`src/rtl/post_switch_ctrl_if.sv`:
```
// post_switch_ctrl_if: groups the host command, traffic monitor and status signals of
// post_switch_ctrl.
//   master : host/environment side (drives commands and observed data-valids)
//   slave  : controller side (drives select and status pulses)
// Signals:
//   cmd_valid, cmd_sel     one-cycle switch command and requested path
//   auto_en                failover enable
//   down_dv                post_switch output data-valid
//   path0_dv, path1_dv     raw upstream data-valids
//   select, pending        current path and switch-in-progress flag
//   switch_done, failover  one-cycle event pulses
interface post_switch_ctrl_if;
  logic cmd_valid;
  logic cmd_sel;
  logic auto_en;
  logic down_dv;
  logic path0_dv;
  logic path1_dv;
  logic select;
  logic pending;
  logic switch_done;
  logic failover;

  modport master (
    output cmd_valid, cmd_sel, auto_en, down_dv, path0_dv, path1_dv,
    input  select, pending, switch_done, failover
  );

  modport slave (
    input  cmd_valid, cmd_sel, auto_en, down_dv, path0_dv, path1_dv,
    output select, pending, switch_done, failover
  );
endinterface

```
`src/rtl/post_switch_ctrl.sv`:
```
// post_switch_ctrl: owns post_switch.select and moves it only after the downstream side has
// been idle for IPG_CYCLES, so frames are never truncated or spliced. A hold-off window
// follows every switch.
// Optional watchdog failover, compiled in with `define POST_SWITCH_FAILOVER_EN: when the
// active path has been silent for TIMEOUT cycles while the other path showed traffic, a
// switch is requested automatically (pulse on failover).
// Ports:
//   clk    GMII-side clock
//   rst    asynchronous active-high reset
//   sw_io  post_switch_ctrl_if.slave (commands, data-valids, select and status outputs)
module post_switch_ctrl #(
  parameter int unsigned IPG_CYCLES = 12,
  parameter int unsigned HOLDOFF    = 64,
  parameter int unsigned TIMEOUT    = 125000,
  parameter int unsigned TIMEOUT_W  = 20
) (
  input logic               clk,
  input logic               rst,
  post_switch_ctrl_if.slave sw_io
);

  typedef enum logic [1:0] {StLocked, StPending, StHoldoff} state_e;

  localparam logic [7:0]  IpgMax   = 8'(IPG_CYCLES);
  localparam logic [15:0] HoldLast = 16'(HOLDOFF - 1);

  state_e      state_q, state_d;
  logic [7:0]  gap_q, gap_d;
  logic [15:0] hold_q, hold_d;
  logic        target_q, target_d;
  logic        flag_q, flag_d;
  logic        select_q, select_d;
  logic        pending_q, pending_d;
  logic        done_q, done_d;
  logic        fo_q, fo_d;
  logic        gap_full;
  logic        do_switch;
  logic        wd_fire;
  logic        ho_go;

  assign gap_full = (gap_q == IpgMax) && !sw_io.down_dv;

`ifdef POST_SWITCH_FAILOVER_EN
  localparam logic [TIMEOUT_W-1:0] IdleMax = TIMEOUT_W'(TIMEOUT);

  logic [TIMEOUT_W-1:0] idle_q, idle_d;
  logic                 alt_q, alt_d;
  logic                 p0_q, p1_q;
  logic                 act_rise, alt_rise;

  assign act_rise = select_q ? (sw_io.path1_dv & ~p1_q) : (sw_io.path0_dv & ~p0_q);
  assign alt_rise = select_q ? (sw_io.path0_dv & ~p0_q) : (sw_io.path1_dv & ~p1_q);
  assign wd_fire  = sw_io.auto_en && (idle_q == IdleMax) && alt_q;

  always_comb begin
    idle_d = idle_q;
    alt_d  = alt_q;
    if (do_switch || act_rise) begin
      idle_d = '0;
      alt_d  = 1'b0;
    end else begin
      if (idle_q != IdleMax) idle_d = idle_q + TIMEOUT_W'(1);
      if (alt_rise) alt_d = 1'b1;
    end
  end

  always_ff @(posedge clk or posedge rst) begin
    if (rst) begin
      idle_q <= '0;
      alt_q  <= 1'b0;
      p0_q   <= 1'b0;
      p1_q   <= 1'b0;
    end else begin
      idle_q <= idle_d;
      alt_q  <= alt_d;
      p0_q   <= sw_io.path0_dv;
      p1_q   <= sw_io.path1_dv;
    end
  end
`else
  logic unused_wd;
  assign unused_wd = ^{sw_io.auto_en, sw_io.path0_dv, sw_io.path1_dv};
  assign wd_fire   = 1'b0;
`endif

  // Idle-gap counter runs in every state; a switch restarts it.
  always_comb begin
    if (sw_io.down_dv || do_switch) gap_d = '0;
    else if (gap_q == IpgMax)        gap_d = gap_q;
    else                             gap_d = gap_q + 8'd1;
  end

  always_comb begin
    state_d   = state_q;
    target_d  = target_q;
    flag_d    = flag_q;
    hold_d    = hold_q;
    select_d  = select_q;
    done_d    = 1'b0;
    fo_d      = 1'b0;
    do_switch = 1'b0;
    ho_go     = 1'b0;
    unique case (state_q)
      StLocked: begin
        // A command takes priority over the watchdog.
        if (sw_io.cmd_valid) begin
          if (sw_io.cmd_sel != select_q) begin
            target_d = sw_io.cmd_sel;
            state_d  = StPending;
          end
        end else if (wd_fire) begin
          fo_d     = 1'b1;
          target_d = ~select_q;
          state_d  = StPending;
        end
      end
      StPending: begin
        // Command evaluated first: a cancel suppresses a same-cycle switch.
        if (sw_io.cmd_valid) target_d = sw_io.cmd_sel;
        if (target_d == select_q) state_d = StLocked;
        else if (gap_full)        do_switch = 1'b1;
      end
      StHoldoff: begin
        hold_d = hold_q + 16'd1;
        if (sw_io.cmd_valid) begin
          target_d = sw_io.cmd_sel;
          if (sw_io.cmd_sel != select_q) flag_d = 1'b1;
        end
        if (hold_q == HoldLast) begin
          ho_go   = flag_d && (target_d != select_q);
          hold_d  = '0;
          flag_d  = 1'b0;
          state_d = ho_go ? StPending : StLocked;
        end
      end
      default: state_d = StLocked;
    endcase
    if (do_switch) begin
      select_d = target_d;
      done_d   = 1'b1;
      hold_d   = '0;
      flag_d   = 1'b0;
      state_d  = StHoldoff;
    end
    pending_d = (state_d == StPending) || ((state_d == StHoldoff) && flag_d);
  end

  always_ff @(posedge clk or posedge rst) begin
    if (rst) begin
      state_q   <= StLocked;
      gap_q     <= '0;
      hold_q    <= '0;
      target_q  <= 1'b0;
      flag_q    <= 1'b0;
      select_q  <= 1'b0;
      pending_q <= 1'b0;
      done_q    <= 1'b0;
      fo_q      <= 1'b0;
    end else begin
      state_q   <= state_d;
      gap_q     <= gap_d;
      hold_q    <= hold_d;
      target_q  <= target_d;
      flag_q    <= flag_d;
      select_q  <= select_d;
      pending_q <= pending_d;
      done_q    <= done_d;
      fo_q      <= fo_d;
    end
  end

  assign sw_io.select      = select_q;
  assign sw_io.pending     = pending_q;
  assign sw_io.switch_done = done_q;
  assign sw_io.failover    = fo_q;

endmodule

```
`src/flat_wrapper.sv`:
```
// flat-port wrapper written by rule: the top's interface ports become plain ports
module post_switch_ctrl_flat 
#(
  parameter int unsigned IPG_CYCLES = 12,
  parameter int unsigned HOLDOFF    = 64,
  parameter int unsigned TIMEOUT    = 125000,
  parameter int unsigned TIMEOUT_W  = 20
)
  (clk, rst, sw_io_cmd_valid, sw_io_cmd_sel, sw_io_auto_en, sw_io_down_dv, sw_io_path0_dv, sw_io_path1_dv, sw_io_select, sw_io_pending, sw_io_switch_done, sw_io_failover);
  post_switch_ctrl_if sw_io_i ();
  input logic clk;
  input logic rst;
  input wire logic [$bits(sw_io_i.cmd_valid)-1:0] sw_io_cmd_valid;
  input wire logic [$bits(sw_io_i.cmd_sel)-1:0] sw_io_cmd_sel;
  input wire logic [$bits(sw_io_i.auto_en)-1:0] sw_io_auto_en;
  input wire logic [$bits(sw_io_i.down_dv)-1:0] sw_io_down_dv;
  input wire logic [$bits(sw_io_i.path0_dv)-1:0] sw_io_path0_dv;
  input wire logic [$bits(sw_io_i.path1_dv)-1:0] sw_io_path1_dv;
  output wire logic [$bits(sw_io_i.select)-1:0] sw_io_select;
  output wire logic [$bits(sw_io_i.pending)-1:0] sw_io_pending;
  output wire logic [$bits(sw_io_i.switch_done)-1:0] sw_io_switch_done;
  output wire logic [$bits(sw_io_i.failover)-1:0] sw_io_failover;
  assign sw_io_i.cmd_valid = sw_io_cmd_valid;
  assign sw_io_i.cmd_sel = sw_io_cmd_sel;
  assign sw_io_i.auto_en = sw_io_auto_en;
  assign sw_io_i.down_dv = sw_io_down_dv;
  assign sw_io_i.path0_dv = sw_io_path0_dv;
  assign sw_io_i.path1_dv = sw_io_path1_dv;
  assign sw_io_select = sw_io_i.select;
  assign sw_io_pending = sw_io_i.pending;
  assign sw_io_switch_done = sw_io_i.switch_done;
  assign sw_io_failover = sw_io_i.failover;
  post_switch_ctrl #(.IPG_CYCLES(IPG_CYCLES), .HOLDOFF(HOLDOFF), .TIMEOUT(TIMEOUT), .TIMEOUT_W(TIMEOUT_W)) u_core (.clk(clk), .rst(rst), .sw_io(sw_io_i));
endmodule
```
`config.mk`:
```
export PLATFORM = sky130hd
export DESIGN_NAME = post_switch_ctrl_flat
export DESIGN_NICKNAME = d
export VERILOG_FILES = /design/src/rtl/post_switch_ctrl_if.sv /design/src/rtl/post_switch_ctrl.sv /design/src/flat_wrapper.sv
export SDC_FILE = /design/constraint.sdc
export NUM_CORES = 1
export LEC_CHECK = 0
export BUFFER_PORTS_ARGS = -buffer_cell sky130_fd_sc_hd__buf_2
export CORE_MARGIN = 1.5
export CORE_UTILIZATION = 25
export CTS_BUF_LIST = sky130_fd_sc_hd__clkbuf_8
export CTS_CLUSTER_SIZE = 12
export DETAILED_ROUTE_END_ITERATION = 10
export GPL_TIMING_DRIVEN = 0
export HOLD_SLACK_MARGIN = 0.06
export MAX_ROUTING_LAYER = met4
export PLACE_DENSITY = 0.5
export SLEW_MARGIN = 20
export SYNTH_ARGS = -nofsm -noshare
export SYNTH_HDL_FRONTEND = slang
export SYNTH_SLANG_ARGS = --single-unit
```
`constraint.sdc`:
```
create_clock -name clk -period 3.1 [get_ports clk]
set_clock_uncertainty 0.2 [all_clocks]
set_input_delay 0.31 -clock clk [delete_from_list [all_inputs] [get_ports clk]]
set_output_delay 0.31 -clock clk [all_outputs]
set_load 0.1 [all_outputs]
```
==> results of run 1 <==
cell type report:
cell class,count,area (um^2)
fill,735,4850
multi-input combinational,147,976
sequential,31,776
tap,96,120
clock buffer,7,96.3
timing repair buffer,8,45.0
buffer,7,38.8
inverter,10,37.5
clock inverter,1,3.75
cells in the mapped netlist (all sizes together), types with 2 or more instances:
library cell,instances
mux2,2
nand3,7
dfrtp,31
clkbuf,5
and3,3
nand4,4
nor2,15
a21oi,22
inv,10
and4,4
nor3,2
nand2b,3
nand2,18
xor2,6
buf,2
mux2i,2
xnor2,3
o31ai,10
or3,3
nand3b,3
ha,7
o21ai,3
and2,3
nor4,2
or4,10
routing by layer:
| layer | up-vias | part of all wire (%) |
|---|---|---|
| li1 | 748 | - |
| met1 | 698 | 52 |
| met2 | 18 | 44 |
| met3 | 5 | 2.5 |
| met4 | 0 | 1.7 |
| met5 | - | 0 |
stage by stage:
stage | cell area [um^2] | power [mW]
floorplan | 1830 | 0.638
global placement | 1980 | 0.680
detailed placement | 1980 | 0.681
CTS | 2090 | 1.04
global route | 2090 | 1.08
finish | 2090 | 1.02
flip-flops by register name (all words and copies together), names as in the netlist:
signal and cells:
u_core.flag_q 1, u_core.gap_q 8, u_core.hold_q 16, u_core.state_q 2, u_core.sw_io.pending 1, u_core.sw_io.select 1
u_core.sw_io.switch_done 1, u_core.target_q 1
critical path: cells and delay by family, from the launching register on:
| kind | cells | cell delay (ns) |
|---|---|---|
| flip-flops | 1 | 0.43 |
| AND/OR/NAND/NOR | 3 | 0.73 |
| adder cells (fa/ha/maj) | 1 | 0.26 |
| AO/OA/AOI/OAI | 1 | 0.33 |
| multiplexers | 1 | 0.37 |
| buffers and inverters | 1 | 0.15 |
power groups by stage:
| stage | combinational [mW] | clock [mW] | sequential, mW |
|---|---|---|---|
| 4_1_cts | 0.224 | 0.361 | 0.451 |
| 6_report | 0.222 | 0.345 | 0.451 |
| 3_3_place_gp | 0.221 | 0 | 0.460 |
| 5_1_grt | 0.242 | 0.379 | 0.457 |
| 3_5_place_dp | 0.222 | 0 | 0.459 |
| 2_1_floorplan | 0.135 | 0 | 0.502 |
final timing paths:
path                                                       end  slack [ns]  depth (start not counted)
worst max-delay path            u_core.sw_io.pending$_DFF_PP0_        0.51                          7
worst min-delay path               u_core.gap_q[4]$_DFFE_PP0P_        0.26                          3
worst max register to register  u_core.sw_io.pending$_DFF_PP0_        0.51                          7
worst min register to register     u_core.gap_q[3]$_DFFE_PP0P_        0.34                          2
max in group asynchronous          u_core.gap_q[1]$_DFFE_PP0P_        1.78                          3
min in group asynchronous         u_core.hold_q[0]$_DFFE_PP0P_        0.47                          3
repair_timing:
action                                 in CTS  in global routing
endpoints found under the hold margin      31                  0
buffers inserted                            0                  0
hold buffers                                1                  0
cells by family (layout without fill, tap and decap cells):
| group | count (synthesis) | in the layout |
|---|---|---|
| flops | 31 | 31 |
| compound gates | 45 | 45 |
| mux | 4 | 4 |
| simple gates | 81 | 81 |
| other cells | 1 | 1 |
| xor+xnor | 9 | 9 |
| fa+ha+maj | 7 | 7 |
| buf+inv | 17 | 33 |
==> Flow_metrics.wiki, run 1 <==
{| class="wikitable"
! Metric !! Value
|-
| Worst R2R Start || u_core.hold_q[0]$_DFFE_PP0P_
|-
| Gate power share || 21.8%
|-
| Post-synthesis mux area share || 2.53%
|-
| Synth area leader || sky130_fd_sc_hd__dfrtp_1
|-
| Net switching power of the design || 312 uW
|-
| Setup_tns || 0 ns
|-
| Number of DRC violations after detailed-routing iteration 0 || 98
|-
| Number of max-slew violations in the final report || 0
|-
| Slowest stage cell on the critical path || sky130_fd_sc_hd__dfrtp_1
|-
| Power density normalized to cell area || 486 mW/mm^2
|-
| Fraction of the cycle the final worst path needs || 83.6%
|-
| Clock insertion delay at the later pin of the skew report || 0.28 ns
|-
| Post-synthesis compound-gate area fraction || 15.9%
|-
| Peak VDD IR || 0.000156 V
|-
| Clock H-tree levels || 2
|-
| Area contributors post-synth || sky130_fd_sc_hd__dfrtp_1, sky130_fd_sc_hd__a21oi_1, sky130_fd_sc_hd__ha_1
|-
| Max-Slew Margin vs Limit || 53.5%
|-
| Effective utilization at floorplan || 26.3%
|-
| Hold Path Origin || sw_io_down_dv
|-
| TritonCTS clock tree || built
|-
| Slowest stage delay, CP || 0.43 ns
|-
| Flip-flop and latch count after synthesis || 31
|-
| Instance count of the mapped netlist || 195
|-
| Wirelength, routed || 3760 um
|-
| WP data required || 3.07 ns
|-
| Met1 Resource Use GR || 15.5%
|-
| Cell area after synthesis || 0.00183 mm^2
|-
| Global-route wire length before repair || 6570 um
|-
| Synthesized area per cell || 9.37 um^2
|-
| Remaining antenna violation count || 0
|-
| CP startpoint || u_core.hold_q[0]$_DFFE_PP0P_
|-
| Largest family of logic cells by synthesized area || simple AND/OR/NAND/NOR gates
|-
| Die Ht || 88.5 um
|-
| Maximum clock frequency || 386 MHz
|-
| Max capacitance violation total || 0
|-
| Ys Warns || 0
|-
| Met3 track utilization from global routing || 2.80%
|-
| Number of global-route vias before repair || 1359
|-
| Share of the synthesized netlist area taken by xor and xnor gates || 4.31%
|-
| Ratio of routed vias to standard cells || 4.79
|-
| Final-report hold violation count || 0
|-
| Number of instances in the placed design || 298
|-
| Inserted Clock Buffers || 5
|-
| Clock input transition at the sequential cells of the worst setup and hold paths || 0.07 ns
|-
| Wire length per cell after detailed routing || 12.3 um
|-
| Post-DP HPWL || 2610 um
|-
| Cell mode on critical path || sky130_fd_sc_hd__and4_1
|-
| Detailed-router iteration count before antenna repair || 4
|-
| Number of gates resized after cts || 0
|-
| Status || finished clean
|-
| Antenna Cells || 0
|-
| IO buf count || 7
|-
| Synthesis-to-finish area growth || 14.5%
|-
| Core area || 0.00694 mm^2
|-
| Routing layer with the top usage in global route || met2
|-
| Worst-path maximum fanout || 7
|-
| Leading cell types in the layout, fill and taps excluded || sky130_fd_sc_hd__dfrtp_1, sky130_fd_sc_hd__a21oi_1, sky130_fd_sc_hd__nand2_1, sky130_fd_sc_hd__nor2_1
|-
| Startpoint-to-endpoint class of the critical path || flop to flop
|-
| Number of enable-type register cells in the synthesized netlist || 0
|-
| Syn nets || 210
|-
| Final cell count without fillers || 307
|-
| Master cell of the clock root buffer || sky130_fd_sc_hd__clkbuf_8
|-
| # DRC || 0
|-
| Class of the most critical hold timing path || input pin to flop
|-
| Boundary Pins || 12
|-
| Leading cell type in the layout, fill and taps excluded || sky130_fd_sc_hd__dfrtp_1
|-
| Rows || 30
|-
| Switching part of the total || 30.7%
|-
| Basic-gate share of the synthesized area counting and, or, nand and nor cells || 25.6%
|-
| Worst Slack Setup Final || 0.509 ns
|-
| # nets final || 225
|-
| Die outline area || 0.00783 mm^2
|-
| RSZ-0062 raised after global routing || no
|-
| Gr usage total || 11.2%
|-
| CP cell instances || ha_1 -> and4_1 -> and4_1 -> clkbuf_2 -> or3_1 -> a311oi_2 -> mux2_2
|-
| Critical path capture point type || flop
|-
| Arithmetic-cell share of the synthesized area counting full adders, half adders and majority gates || 4.79%
|-
| P_int || 706 uW
|-
| Horizontal die dimension || 88.5 um
|-
| Number of buffers on the longest clock path || 2
|-
| Actual transition at the worst max-transition pin || 0.688 ns
|-
| Worst-case setup slack after placement || 0.549 ns
|-
| Final Hold Slack || 0.259 ns
|-
| Minimum period implied by the final worst setup slack || 2.59 ns
|-
| Global placer's final weighted congestion || 0.751
|-
| Part of the total power dissipated in the clock network || 33.9%
|-
| Number of vias after detailed routing || 1469
|-
| Synth Flop Type || sky130_fd_sc_hd__dfrtp_1
|-
| Sequential Power Share || 44.3%
|-
| Synth cell types || 47
|-
| Area share of the largest cell type after synthesis || 42.4%
|-
| Number of antenna violations at the first check in global routing || 0
|-
| Largest net degree at the start of global routing || 32
|-
| Share of synthesized flip-flops with an asynchronous set or reset || 100%
|-
| Utilization of the core after routing || 30.1%
|-
| Clock sink total || 31
|-
| Met2 track utilization from global routing || 15.6%
|-
| CP startpoint kind || flop
|-
| Setup-violating endpoint count in the final report || 0
|-
| Portion of the post-synthesis area used by sequential elements || 42.4%
|-
| Grt total ovfl || 0
|-
| Ratio of cells with drive above 1 in the final layout || 12.8%
|-
| Leak Pwr || 0.859 nW
|-
| Data arrival time at the worst-slack endpoint || 2.56 ns
|}
Power figures use the tool's default switching activity.
==> run 2, diff against run 1 <==
- PLACE_DENSITY: 0.5 -> 0.51
- clock period: 3.1 -> 2.38 ns (I/O delays scaled with it)
==> Flow_metrics.wiki, run 2 (synthesis results as in run 1) <==
{| class="wikitable"
! Metric !! Value
|-
| Status || finished clean
|-
| Number of instances in the placed design || 298
|-
| CP cell instances || ha_2 -> and4_1 -> and4_4 -> or3_1 -> a311oi_2 -> mux2_4
|-
| Antenna Cells || 0
|-
| Fraction of the cycle the final worst path needs || 96.5%
|-
| Number of DRC violations after detailed-routing iteration 0 || 74
|-
| Horizontal die dimension || 88.5 um
|-
| Worst-case setup slack after placement || -0.0878 ns
|-
| Highest metal layer with signal wires || met4
|-
| Critical path buffer and inverter count || 0
|-
| CP startpoint kind || flop
|-
| Flip-flop count of the largest register, all copies and words added || 16
|-
| Inserted Clock Buffers || 5
|-
| Gr usage total || 11.1%
|-
| Largest register by flop count || u_core.hold_q
|-
| Core area || 0.00694 mm^2
|-
| Total met3 wirelength after detailed routing || 100 um
|-
| Number of inserted filler cells in the final layout || 709
|-
| Net switching power of the design || 405 uW
|-
| Number of antenna violations at the first check in global routing || 0
|-
| Worst-path maximum fanout || 7
|-
| Utilization of the core after routing || 30.9%
|-
| Ratio of routed vias to standard cells || 4.83
|-
| Ratio of cells with drive above 1 in the final layout || 16.6%
|-
| Number of buffers on the longest clock path || 2
|-
| Number of max-slew violations in the final report || 0
|-
| Wire length per cell after detailed routing || 12.3 um
|-
| Largest registers || u_core.hold_q: 16 flops, u_core.gap_q: 8 flops, u_core.state_q: 2 flops
|-
| Leading cell type in the layout, fill and taps excluded || sky130_fd_sc_hd__dfrtp_1
|-
| Global-route wire length before repair || 6440 um
|-
| Remaining antenna violation count || 0
|-
| Leading cell types in the layout, fill and taps excluded || sky130_fd_sc_hd__dfrtp_1, sky130_fd_sc_hd__a21oi_1, sky130_fd_sc_hd__nand2_1, sky130_fd_sc_hd__nor2_1
|-
| Kind of cell adding the most delay to the critical path || simple AND/OR/NAND/NOR gates
|-
| Maximum clock frequency || 435 MHz
|-
| Class of the most critical hold timing path || input pin to flop
|-
| R2R Path End || u_core.sw_io.pending$_DFF_PP0_
|-
| Clock input transition at the sequential cells of the worst setup and hold paths || 0.06 ns
|-
| Largest net degree at the start of global routing || 32
|-
| # DRC || 0
|-
| Clock sink total || 31
|-
| Die Ht || 88.5 um
|-
| Peak VDD IR || 0.000151 V
|-
| Clock H-tree levels || 2
|-
| Global placer's final weighted congestion || 0.755
|-
| Final-report hold violation count || 0
|-
| # nets final || 227
|-
| Synthesis-to-finish area growth || 17.4%
|-
| Worst hold path stage count || 3
|-
| Slowest stage cell on the critical path || sky130_fd_sc_hd__dfrtp_1
|-
| Max-Slew Margin vs Limit || 56.2%
|-
| Die outline area || 0.00783 mm^2
|-
| Grt total ovfl || 0
|-
| Post-DP HPWL || 2580 um
|-
| Detailed-router iteration count before antenna repair || 4
|-
| Power density normalized to cell area || 597 mW/mm^2
|-
| Hold Path End || u_core.gap_q[4]$_DFFE_PP0P_
|-
| Worst Slack Setup Final || 0.0837 ns
|-
| Wirelength, routed || 3790 um
|-
| Effective utilization at floorplan || 26.3%
|-
| Leak Pwr || 0.874 nW
|-
| Critical path capture point type || flop
|-
| Routed metal-1 wirelength || 1910 um
|-
| Data arrival time at the worst-slack endpoint || 2.26 ns
|-
| Number of vias after detailed routing || 1482
|-
| Flop-to-flop setup slack || 0.08 ns
|-
| P_int || 875 uW
|-
| Hold Path Origin || sw_io_down_dv
|-
| Switching part of the total || 31.7%
|-
| Setup-violating endpoint count in the final report || 0
|-
| Final Hold Slack || 0.203 ns
|-
| Master cell of the clock root buffer || sky130_fd_sc_hd__clkbuf_8
|-
| Part of the total power dissipated in the clock network || 28.7%
|-
| Clock insertion delay at the later pin of the skew report || 0.28 ns
|-
| Worst r2r path cells || 6
|-
| Max capacitance violation total || 0
|-
| Final cell count without fillers || 307
|-
| TritonCTS clock tree || built
|-
| Startpoint-to-endpoint class of the critical path || flop to flop
|-
| Gate power share || 25.0%
|-
| Sequential Power Share || 46.2%
|-
| Number of global-route vias before repair || 1364
|-
| Slowest stage delay, CP || 0.39 ns
|-
| Actual transition at the worst max-transition pin || 0.655 ns
|-
| Minimum period implied by the final worst setup slack || 2.30 ns
|-
| Rows || 30
|-
| Boundary Pins || 12
|-
| WP data required || 2.34 ns
|-
| Worst R2R Start || u_core.hold_q[0]$_DFFE_PP0P_
|-
| CP startpoint || u_core.hold_q[0]$_DFFE_PP0P_
|-
| IO buf count || 7
|-
| Detailed-routed wire length on met2 || 1690 um
|}
-- run 2: changes by cell type in the layout (fill, tap and decap cells not counted), sizes merged --
| cell | before | now |
|---|---|---|
| clkbuf | 12 | 9 |
| buf | 9 | 12 |
-- run 2: worst min-delay path: cells and delay by family --
family	cells	cell delay (ns)
AO/OA/AOI/OAI	2	0.31
buffers and inverters	1	0.09
-- run 2: how the worst max path moves through the flow --
stage / end / slack, ns / cells after the start
after floorplan: u_core.sw_io.pending$_DFF_PP0_ / 0.03 / 7
after global placement: u_core.sw_io.pending$_DFF_PP0_ / -0.1 / 7
after detailed placement: u_core.sw_io.pending$_DFF_PP0_ / -0.09 / 7
after CTS: u_core.hold_q[9]$_DFFE_PP0P_ / 0.005 / 6
after global routing: u_core.hold_q[7]$_DFFE_PP0P_ / -0.002 / 8
final: u_core.sw_io.pending$_DFF_PP0_ / 0.08 / 6
-- run 2: stage by stage --
stage / cell area, um^2 / power [mW] / TNS (ns)
6_report: 2150 / 1.28 / 0
2_1_floorplan: 1830 / 0.831 / 0
3_5_place_dp: 1990 / 0.884 / -0.0878
4_1_cts: 2100 / 1.28 / 0
5_1_grt: 2150 / 1.37 / -0.00235
3_3_place_gp: 1990 / 0.884 / -0.0953
-- run 2: layer usage --
layer | vias to the layer above | track usage [%]
li1 | 742 | -
met1 | 709 | 14.7
met2 | 24 | 16.2
met3 | 7 | 2.80
met4 | 0 | 4.69
met5 | - | -
-- run 2: final cells by class --
class                      count  area [um^2]  area share, %
buffer                         6         36.3           1.69
clock buffer                   5         68.8           3.21
clock inverter                 1         3.75          0.175
inverter                      10         37.5           1.75
multi-input combinational    147         1030           48.2
sequential                    31          777           36.2
tap                           96          120           5.60
timing repair buffer          11         67.6           3.15
-- run 2: power by group through the flow --
stage	Combinational, mW	Sequential, mW	Clock [mW]
2_1_floorplan	0.177	0.654	0
3_3_place_gp	0.286	0.598	0
3_5_place_dp	0.286	0.598	0
4_1_cts	0.300	0.588	0.388
5_1_grt	0.355	0.599	0.413
6_report	0.320	0.592	0.368
-- run 2: what timing repair did --
item | 4_1_cts | 5_1_grt
hold buffers | 1 | 0
endpoints found under the hold margin | 31 | 0
resized for setup | 6 | 9
buffers inserted | 2 | 1
endpoints found under the setup margin | 1 | 11
pin swaps | 1 | 1
==> run 3, diff against run 2 <==
- ABC_AREA: default -> 1
==> Flow_metrics.wiki, run 3 <==
{| class="wikitable"
! Metric !! Value
|-
| Ys Warns || 0
|-
| Clock sink total || 31
|-
| Setup_tns || 0 ns
|-
| Portion of the post-synthesis area used by sequential elements || 37.9%
|-
| Power density normalized to cell area || 553 mW/mm^2
|-
| Number of antenna violations at the first check in global routing || 0
|-
| Kind of cell adding the most delay to the critical path || simple AND/OR/NAND/NOR gates
|-
| Class of the most critical hold timing path || input pin to flop
|-
| Number of instances in the placed design || 378
|-
| Largest net degree at the start of global routing || 32
|-
| Antenna Cells || 0
|-
| Status || finished clean
|-
| Cell types with the highest counts after synthesis || sky130_fd_sc_hd__nand2_1, sky130_fd_sc_hd__inv_1, sky130_fd_sc_hd__dfrtp_1, sky130_fd_sc_hd__nand3_1, sky130_fd_sc_hd__nor2_1
|-
| Number of inserted filler cells in the final layout || 865
|-
| Max-Slew Margin vs Limit || 54.8%
|-
| Number of vias after detailed routing || 1732
|-
| Wirelength, routed || 4320 um
|-
| Worst hold path stage count || 4
|-
| Die Ht || 93.4 um
|-
| Instance count of the mapped netlist || 269
|-
| Fraction of the cycle the final worst path needs || 78.9%
|-
| Number of max-slew violations in the final report || 0
|-
| Number of DRC violations after detailed-routing iteration 0 || 93
|-
| Post-DP HPWL || 3200 um
|-
| Max capacitance violation total || 0
|-
| Critical path capture point type || flop
|-
| Inserted Clock Buffers || 5
|-
| Clock input transition at the sequential cells of the worst setup and hold paths || 0.07 ns
|-
| Synthesized area per cell || 7.60 um^2
|-
| CP cell instances || ha_1 -> nand2_1 -> nor2_2 -> nand3_1 -> nor2_1 -> nand2_1 -> nand3_1 -> nand2_1 -> nand2_1 -> nand3_2 -> nand2_1
|-
| Slowest stage cell on the critical path || sky130_fd_sc_hd__dfrtp_1
|-
| Number of buffers on the longest clock path || 2
|-
| Maximum clock frequency || 533 MHz
|-
| Horizontal die dimension || 93.4 um
|-
| Leading cell type by number of instances after synthesis || sky130_fd_sc_hd__nand2_1
|-
| Syn nets || 284
|-
| Wire length per cell after detailed routing || 11.2 um
|-
| TritonCTS clock tree || built
|-
| Data arrival time at the worst-slack endpoint || 1.90 ns
|-
| Grt total ovfl || 0
|-
| Total stage count of the critical path || 11
|-
| Synth area leader || sky130_fd_sc_hd__dfrtp_1
|-
| Peak VDD IR || 0.000310 V
|-
| Final cell count without fillers || 386
|-
| Number of enable-type register cells in the synthesized netlist || 0
|-
| Cell area after synthesis || 0.00204 mm^2
|-
| RSZ-0062 raised after global routing || no
|-
| Core area || 0.00781 mm^2
|-
| Startpoint-to-endpoint class of the critical path || flop to flop
|-
| Die outline area || 0.00873 mm^2
|-
| IO buf count || 7
|-
| Worst-path maximum fanout || 5
|-
| Flip-flop and latch count after synthesis || 31
|-
| WP data required || 2.40 ns
|-
| Number of global-route vias before repair || 1602
|-
| Global placer's final weighted congestion || 0.840
|-
| Synthesis-to-finish area growth || 12.7%
|-
| Final-report hold violation count || 0
|-
| # nets final || 299
|-
| Rows || 32
|-
| Synth Flop Type || sky130_fd_sc_hd__dfrtp_1
|-
| Boundary Pins || 12
|-
| Actual transition at the worst max-transition pin || 0.678 ns
|-
| # DRC || 0
|-
| CP startpoint kind || flop
|-
| Worst r2r path cells || 11
|-
| Flip-flop count of the largest register, all copies and words added || 16
|-
| Master cell of the clock root buffer || sky130_fd_sc_hd__clkbuf_8
|-
| Ratio of routed vias to standard cells || 4.49
|-
| Effective utilization at floorplan || 26.2%
|-
| Leak Pwr || 1.12 nW
|-
| Synth cell types || 38
|-
| Cell mode on critical path || sky130_fd_sc_hd__nand2_1
|-
| Area share of the largest cell type after synthesis || 37.9%
|-
| Global-route wire length before repair || 7580 um
|-
| Gr usage total || 11.5%
|-
| Critical path buffer and inverter count || 0
|-
| Setup-violating endpoint count in the final report || 0
|-
| Largest registers || u_core.hold_q: 16 flops, u_core.gap_q: 8 flops, u_core.state_q: 2 flops
|-
| Ratio of cells with drive above 1 in the final layout || 15.8%
|-
| Minimum period implied by the final worst setup slack || 1.88 ns
|-
| Leading cell type in the layout, fill and taps excluded || sky130_fd_sc_hd__nand2_1
|-
| Area contributors post-synth || sky130_fd_sc_hd__dfrtp_1, sky130_fd_sc_hd__nand2_1, sky130_fd_sc_hd__nand3_1
|-
| Share of synthesized flip-flops with an asynchronous set or reset || 100%
|-
| Clock H-tree levels || 2
|-
| Detailed-router iteration count before antenna repair || 4
|-
| Remaining antenna violation count || 0
|-
| Largest register by flop count || u_core.hold_q
|-
| Clock insertion delay at the later pin of the skew report || 0.28 ns
|-
| Leading cell types in the layout, fill and taps excluded || sky130_fd_sc_hd__nand2_1, sky130_fd_sc_hd__inv_1, sky130_fd_sc_hd__nand3_1, sky130_fd_sc_hd__dfrtp_1, sky130_fd_sc_hd__nor2_1
|-
| Slowest stage delay, CP || 0.39 ns
|}
run 3: cell types whose count changed after synthesis, sizes merged, moves of 4 or more:
cell	change
nand3	+26
nand4	+8
clkbuf	-5
and4	-4
inv	+25
nor2	+16
or4	-10
a21oi	-11
o31ai	-10
o21ai	+9
nand2	+52
run 3: repair_timing:
| item | CTS | global route |
|---|---|---|
| buffers inserted | 0 | 0 |
| hold endpoints to repair | 31 | 0 |
| gates resized for setup | 0 | 0 |
| hold buffers | 1 | 0 |
run 3: cells by family after synthesis:
kind of cell,Yosys count,share of synthesized area [%]
other cells,1,0.183
xor+xnor,5,2.14
fa+ha+maj,7,4.28
flops,31,37.9
compound gates,28,7.59
buf+inv,40,8.57
simple gates,157,39.3
run 3: cell type report:
cell class | count | area [um^2] | share of cell area [%]
Tap cell | 102 | 128 | 5.54
Buffer | 4 | 38.8 | 1.68
Clock buffer | 6 | 82.6 | 3.58
Inverter | 36 | 136 | 5.92
Clock inverter | 1 | 5.00 | 0.217
Timing Repair Buffer | 8 | 45.0 | 1.95
Sequential cell | 31 | 776 | 33.7
Multi-Input combinational cell | 198 | 1090 | 47.4
run 3: worst paths after layout:
check	start	to	slack [ns]
min	sw_io_down_dv	u_core.gap_q[2]$_DFFE_PP0P_	0.16
min in group asynchronous	rst	u_core.hold_q[9]$_DFFE_PP0P_	0.41
max in group asynchronous	rst	u_core.gap_q[3]$_DFFE_PP0P_	1.14
max reg2reg	u_core.hold_q[0]$_DFFE_PP0P_	u_core.sw_io.pending$_DFF_PP0_	0.50
max	u_core.hold_q[0]$_DFFE_PP0P_	u_core.sw_io.pending$_DFF_PP0_	0.50
min reg2reg	u_core.flag_q$_DFF_PP0_	u_core.flag_q$_DFF_PP0_	0.36
run 3: worst min-delay path, delay by kind of cell:
| kind | cells | cell delay (ns) |
|---|---|---|
| simple gates | 2 | 0.19 |
| buf+inv | 2 | 0.18 |
run 3: through the flow:
step | utilization (%) | hold WS, ns | power [mW] | instance area [um^2] | setup WS, ns
finish | 29.5 | 0.157 | 1.27 | 2300 | 0.503
global route | 29.5 | 0.174 | 1.36 | 2300 | 0.292
CTS | 29.5 | 0.151 | 1.30 | 2300 | 0.487
detailed placement | 28.3 | 0.198 | 0.856 | 2210 | 0.505
global placement | 28.3 | 0.334 | 0.854 | 2210 | 0.517
floorplan | - | 0.142 | 0.805 | 2040 | 0.173
run 3: metal layers:
layer,wire length (um),part of all wire [%],vias to the layer above,global-route usage (%)
met4,53,1.2,0,4.80
li1,-,-,907,-
met3,99,2.3,5,2.76
met1,2200,51,806,15.0
met5,0,0,-,-
met2,1960,45,14,17.0
run 3: report_power, final:
part,switching [mW],internal [mW]
logic,0.192,0.0753
registers,0.0203,0.556
clock network,0.204,0.227
